===== src/rtl/adc_arb_pkg.sv =====
// Shared types and constants for the ADC sharing arbiter.
// Channel numbers match the slide-pot scanner's ADC channel map.
package adc_arb_pkg;

   localparam int CHNL_W = 3;
   localparam int RES_W  = 12;
   localparam int IDX_W  = 2;

   typedef enum logic [1:0] {
      IDLE  = 2'd0,
      START = 2'd1,
      WAIT  = 2'd2,
      DONE  = 2'd3
   } arb_state_e;

   localparam logic [CHNL_W-1:0] LP     = 3'd0;
   localparam logic [CHNL_W-1:0] B1     = 3'd1;
   localparam logic [CHNL_W-1:0] B2     = 3'd2;
   localparam logic [CHNL_W-1:0] B3     = 3'd3;
   localparam logic [CHNL_W-1:0] HP     = 3'd4;
   localparam logic [CHNL_W-1:0] VOLUME = 3'd7;

endpackage


===== src/rtl/adc_share_arb_rr_pick.sv =====
// Combinational round-robin select: first set request after 'last', with wrap.
module rr_pick
   import adc_arb_pkg::*;
#(
   parameter int NUM_REQ = 3
) (
   input  logic [NUM_REQ-1:0] req,
   input  logic [IDX_W-1:0]   last,
   output logic [NUM_REQ-1:0] pick,
   output logic [IDX_W-1:0]   idx,
   output logic               any
);

   int  pos;
   logic found;

   assign any = |req;

   // Walk the requesters starting one past the last winner; first hit wins.
   always_comb begin
      pick  = '0;
      idx   = '0;
      pos   = 0;
      found = 1'b0;
      for (int k = 0; k < NUM_REQ; k++) begin
         pos = (int'(last) + 1 + k) % NUM_REQ;
         if (!found && req[pos]) begin
            found     = 1'b1;
            pick[pos] = 1'b1;
            idx       = IDX_W'(pos);
         end
      end
   end

endmodule


===== src/rtl/adc_share_arb.sv =====
// Shares one ADC conversion interface between NUM_REQ requesters in round-robin
// order, routing the result back and aborting conversions the ADC never finishes.
module adc_share_arb
   import adc_arb_pkg::*;
#(
   parameter int NUM_REQ = 3,
   parameter int TIMEOUT = 4096
) (
   input  logic                      clk,
   input  logic                      rst_n,
   input  logic [NUM_REQ-1:0]        req,
   input  logic [CHNL_W*NUM_REQ-1:0] req_chnnl,
   output logic [NUM_REQ-1:0]        gnt,
   output logic [NUM_REQ-1:0]        done,
   output logic                      err,
   output logic [RES_W-1:0]          rd_data,
   output logic                      strt_cnv,
   output logic [CHNL_W-1:0]         chnnl,
   input  logic [RES_W-1:0]          res,
   input  logic                      cnv_cmplt
);

   localparam int              TW   = $clog2(TIMEOUT);
   localparam logic [TW-1:0]   TMAX = TW'(TIMEOUT - 1);

   if (NUM_REQ < 2 || NUM_REQ > 4) begin : g_bad_num_req
      $error("adc_share_arb: NUM_REQ must be in 2..4");
   end
   if (TIMEOUT < 4) begin : g_bad_timeout
      $error("adc_share_arb: TIMEOUT must be at least 4");
   end

   arb_state_e          state, state_nxt;
   logic [NUM_REQ-1:0]  gnt_nxt, done_nxt;
   logic                err_nxt, strt_nxt;
   logic [RES_W-1:0]    rd_nxt;
   logic [CHNL_W-1:0]   chnnl_nxt, chn_sel;
   logic [IDX_W-1:0]    last, last_nxt, gidx, gidx_nxt;
   logic [TW-1:0]       tcnt, tcnt_nxt;

   logic [NUM_REQ-1:0]  pick;
   logic [IDX_W-1:0]    pick_idx;
   logic                any;

   rr_pick #(.NUM_REQ(NUM_REQ)) u_pick (
      .req  (req),
      .last (last),
      .pick (pick),
      .idx  (pick_idx),
      .any  (any)
   );

   always_comb begin
      chn_sel = '0;
      for (int i = 0; i < NUM_REQ; i++) begin
         if (pick[i]) chn_sel = req_chnnl[i*CHNL_W +: CHNL_W];
      end
   end

   always_comb begin
      state_nxt = state;
      gnt_nxt   = gnt;
      done_nxt  = '0;
      err_nxt   = err;
      rd_nxt    = rd_data;
      strt_nxt  = 1'b0;
      chnnl_nxt = chnnl;
      last_nxt  = last;
      gidx_nxt  = gidx;
      tcnt_nxt  = tcnt;
      case (state)
         IDLE: begin
            if (any) begin
               gnt_nxt   = pick;
               chnnl_nxt = chn_sel;
               gidx_nxt  = pick_idx;
               strt_nxt  = 1'b1;
               state_nxt = START;
            end
         end
         START: begin
            tcnt_nxt  = '0;
            state_nxt = WAIT;
         end
         WAIT: begin
            tcnt_nxt = tcnt + 1'b1;
            // A real result always beats the timeout when both land together.
            if (cnv_cmplt) begin
               rd_nxt    = res;
               err_nxt   = 1'b0;
               done_nxt  = gnt;
               state_nxt = DONE;
            end else if (tcnt == TMAX) begin
               err_nxt   = 1'b1;
               done_nxt  = gnt;
               state_nxt = DONE;
            end
         end
         DONE: begin
            gnt_nxt   = '0;
            last_nxt  = gidx;
            state_nxt = IDLE;
         end
         default: state_nxt = IDLE;
      endcase
   end

   always_ff @(posedge clk or negedge rst_n) begin
      if (!rst_n) begin
         state    <= IDLE;
         gnt      <= '0;
         done     <= '0;
         err      <= 1'b0;
         rd_data  <= '0;
         strt_cnv <= 1'b0;
         chnnl    <= '0;
         last     <= IDX_W'(NUM_REQ - 1);
         gidx     <= '0;
         tcnt     <= '0;
      end else begin
         state    <= state_nxt;
         gnt      <= gnt_nxt;
         done     <= done_nxt;
         err      <= err_nxt;
         rd_data  <= rd_nxt;
         strt_cnv <= strt_nxt;
         chnnl    <= chnnl_nxt;
         last     <= last_nxt;
         gidx     <= gidx_nxt;
         tcnt     <= tcnt_nxt;
      end
   end

endmodule

===== config.mk =====
export PLATFORM = sky130hd
export DESIGN_NAME = adc_share_arb
export DESIGN_NICKNAME = d
export VERILOG_FILES = /design/src/rtl/adc_arb_pkg.sv /design/src/rtl/adc_share_arb_rr_pick.sv /design/src/rtl/adc_share_arb.sv
export SDC_FILE = /design/constraint.sdc
export NUM_CORES = 1
export LEC_CHECK = 0
export CORE_ASPECT_RATIO = 0.7
export CORE_MARGIN = 5
export CORE_UTILIZATION = 35
export DETAILED_ROUTE_END_ITERATION = 10
export MAX_ROUTING_LAYER = met4
export PLACE_DENSITY = 0.67
export SYNTH_ARGS = -nofsm -noshare
export SYNTH_HDL_FRONTEND = slang
export SYNTH_SLANG_ARGS = --single-unit

===== constraint.sdc =====
create_clock -name clk -period 5.3 [get_ports clk]
set_input_delay 1.06 -clock clk [delete_from_list [all_inputs] [get_ports clk]]
set_output_delay 1.06 -clock clk [all_outputs]
set_load 0.05 [all_outputs]

==> impl_metrics.ini <==
[die]
ios = 50
core-area_um2 = 5810
rows = 23
start_util = 0.367
die_width_um = 103
die_area_um2 = 7780
die_h_um = 75.3

[critical_path]
cp_max_fo = 8
slowest_delay_ns = 0.54
path_cells = clkdlybuf4s50_1 -> mux2_4 -> or3b_4 -> a21oi_4 -> a211o_1 -> a31oi_1
reg2reg_from = last[1]
cp-end-kind = flop
r2r_slack_ns = 3.14
reg2reg_depth = 6
worst_setup_path_start_kind = input port
cp_top_family = buffers and inverters
cp_data_required_time_ns = 5.47
path_buf_inv = 1
crit_type = in2reg
crit_path_top_delay_cell = clkdlybuf4s50_1
rr_endpoint = chnnl[0]
cp.arrival_ns = 2.79

[detailed_routing]
drc = 0
vias = 1651
routedWlPerCell_um = 13.8
wirelength_um = 4600
via_per_inst = 4.96
detail_route.first_pass.iterations = 4
final_antenna_net_count = 0
drt-initial-drc-count = 110

[global_routing]
grt_start_max_net_pins = 42
grtUsageTotal = 0.132
grt_pass1_vias = 1665
antenna_found_initial = 0
gr-total-overflow = 0
grt_pass1_wl_um = 7730

[synthesis]
synthCells = 206
syn_avg_cell_area_um2 = 10.4
ys_ff_latch = 41
synth_edf_count = 0
ys_dominant_reg_cell = dfrtp_1
async_flop_share = 1.00
ys_seq_area_frac = 0.482
ys_types = 47
ys_warn_count = 0
syn-cell-area_um2 = 2130
syn_nets = 242

[worst_hold_path]
hold_end = gidx[0]
min_from = gidx[0]
min_path_cells = 2
worst_hold_path_type = reg2reg

[clock_network]
cts_setup_buffers = 0
holdBufCountCts = 0
cts.clk_slew.worst_paths_ns = 0.08
clk-insertion-delay-late_ns = 0.29
cts_root_buffer = clkbuf_8
numCtsBuffers = 5
cts_buffer_depth = 2
h-tree-depth = 2
cts.sink_count = 41
post_cts_resized = 0
cts_tree = done

[sta]
skew_ns = 0.0151
tightest_slew_ns = 0.894
hold_viol = 0
fin_crit_sh = 0.494
fin_hold_ws_ns = 0.495
max_slew_margin = 0.404
finalMaxSlewViolations = 0
period_needed_ns = 2.62
setup_viol = 0
setup_tns_ns = 0
grt_setup_unrepaired = no
fmax_mhz = 382

[final_layout]
antennaDiodeCount = 0
area_growth_pct = 32.7
final_layout_size_suffix_gt1_frac = 0.0969
num-nets-final = 293

[power_and_ir_drop]
p_leak_nw = 1.22
p_sw_w = 0.000776
p_comb_frac = 0.548
power.density_nw_per_um2 = 614
internal_power_w = 0.000961
p_seq_frac = 0.278
switching_share = 0.447
power_frac_clock = 0.174
p_total_w = 0.00174
worst_ir_drop_vdd_mv = 0.172

[placed_design]
finalWeightedCongestion = 0.739
numPortBuffers = 49
hpwlAfterDp_um = 3470

[flow_run]
maxCapViolations = 0

[outcome]
status = completed
-- cell usage in the layout, fill, tap and decap left out, types with 2 or more instances in the layout --
cell type | netlist | layout
o2bb2ai_1 | 5 | 5
a21oi_1 | 4 | 4
a21o_1 | 2 | 2
o21ai_0 | 12 | 12
nor3_1 | 2 | 2
a22o_1 | 3 | 3
mux2i_1 | 7 | 7
ha_1 | 9 | 9
bufinv_16 | 0 | 2
a211o_1 | 4 | 4
dfrtp_1 | 40 | 40
nor2b_1 | 7 | 7
clkbuf_8 | 0 | 5
nand3_1 | 7 | 7
nand2_1 | 20 | 20
inv_1 | 12 | 12
nor2_1 | 15 | 15
a31oi_1 | 3 | 3
mux2_2 | 12 | 12
xnor2_1 | 3 | 3
clkdlybuf4s50_1 | 0 | 48
and3_1 | 2 | 2
nand4_1 | 3 | 3
nand2b_1 | 5 | 5
-- tightest hold or removal path: cells and delay by family, from the launching register on --
family / cells / cell delay (ns)
flops: 1 / 0.36
simple gates: 2 / 0.11
-- worst max path at each step --
stage / startpoint / end / slack [ns] / cells past startpoint
6_report: req[1] / chnnl[0] / 2.68 / 6
5_1_grt: req[1] / chnnl[1] / 2.57 / 6
4_1_cts: req[1] / chnnl[0] / 2.69 / 6
3_5_place_dp: req[1] / chnnl[0] / 2.37 / 6
3_3_place_gp: req[1] / chnnl[0] / 2.41 / 6
2_1_floorplan: req[0] / chnnl[0] / 3.04 / 5
-- state kept, by name, summed over array words and instances, names as in the netlist --
signal	count
rd_data	12
last	2
chnnl	3
state	2
err	1
gidx	2
gnt	3
tcnt	12
done	3
strt_cnv	1
-- cell usage after synthesis (all sizes together) (2+ instances only) --
cell | n | area, um2
a22o | 3 | 26.3
dfrtp | 40 | 1000
o2bb2ai | 5 | 43.8
nor3 | 2 | 10.0
nor2 | 15 | 56.3
and3 | 2 | 12.5
nand4 | 3 | 18.8
ha | 9 | 113
mux2 | 13 | 150
a31oi | 3 | 18.8
mux2i | 7 | 70.1
nor2b | 7 | 43.8
nand2 | 20 | 75.1
o21ai | 13 | 65.1
clkbuf | 4 | 15.0
nand2b | 5 | 31.3
a21o | 2 | 15.0
a21oi | 5 | 36.3
nand3 | 7 | 35.0
a211o | 4 | 35.0
xnor2 | 3 | 26.3
inv | 12 | 45.0
-- kinds of logic (layout without fill, tap and decap cells) --
group / Yosys count / in the layout / share of synthesized area
fa+ha+maj: 9 / 9 / 0.0528
xor+xnor: 4 / 4 / 0.0164
simple gates: 68 / 68 / 0.157
compound gates: 46 / 46 / 0.157
mux: 20 / 20 / 0.103
flops: 41 / 41 / 0.482
buf+inv: 18 / 70 / 0.0323
-- per-layer routing --
metal | vias to the layer above | GRT usage | share of wire
met4 | 0 | 0.0388 | 0.0063
met1 | 768 | 0.185 | 0.51
met3 | 5 | 0.0348 | 0.077
met2 | 46 | 0.188 | 0.41
met5 | - | - | 0
li1 | 832 | - | -
-- metrics by stage --
stage               worst slack [ns]  area (um2)  utilization  cells
floorplan                       3.04        2130            -    206
global placement                2.41        2690        0.463    325
detailed placement              2.37        2690        0.463    325
CTS                             2.69        2830        0.487    333
global route                    2.57        2830        0.487    333
finish                          2.68        2830        0.487    333
-- cell type report --
type,instances,area [um2]
timing repair buffer,49,485
fill,513,2980
multi-input combinational,147,1040
sequential,41,1030
tap,75,93.8
inverter,13,48.8
clock inverter,3,68.8
clock buffer,5,68.8
-- power by group through the flow --
stage | clock network (W) | registers (W) | logic [W]
final | 0.000302 | 0.000483 | 0.000952
after global routing | 0.000323 | 0.000498 | 0.00103
after CTS | 0.000310 | 0.000484 | 0.000962
after detailed placement | 0 | 0.000490 | 0.000960
after global placement | 0 | 0.000485 | 0.000948
after floorplan | 0 | 0.000741 | 0.000424
Note: power is estimated with default switching activity, not from simulation.
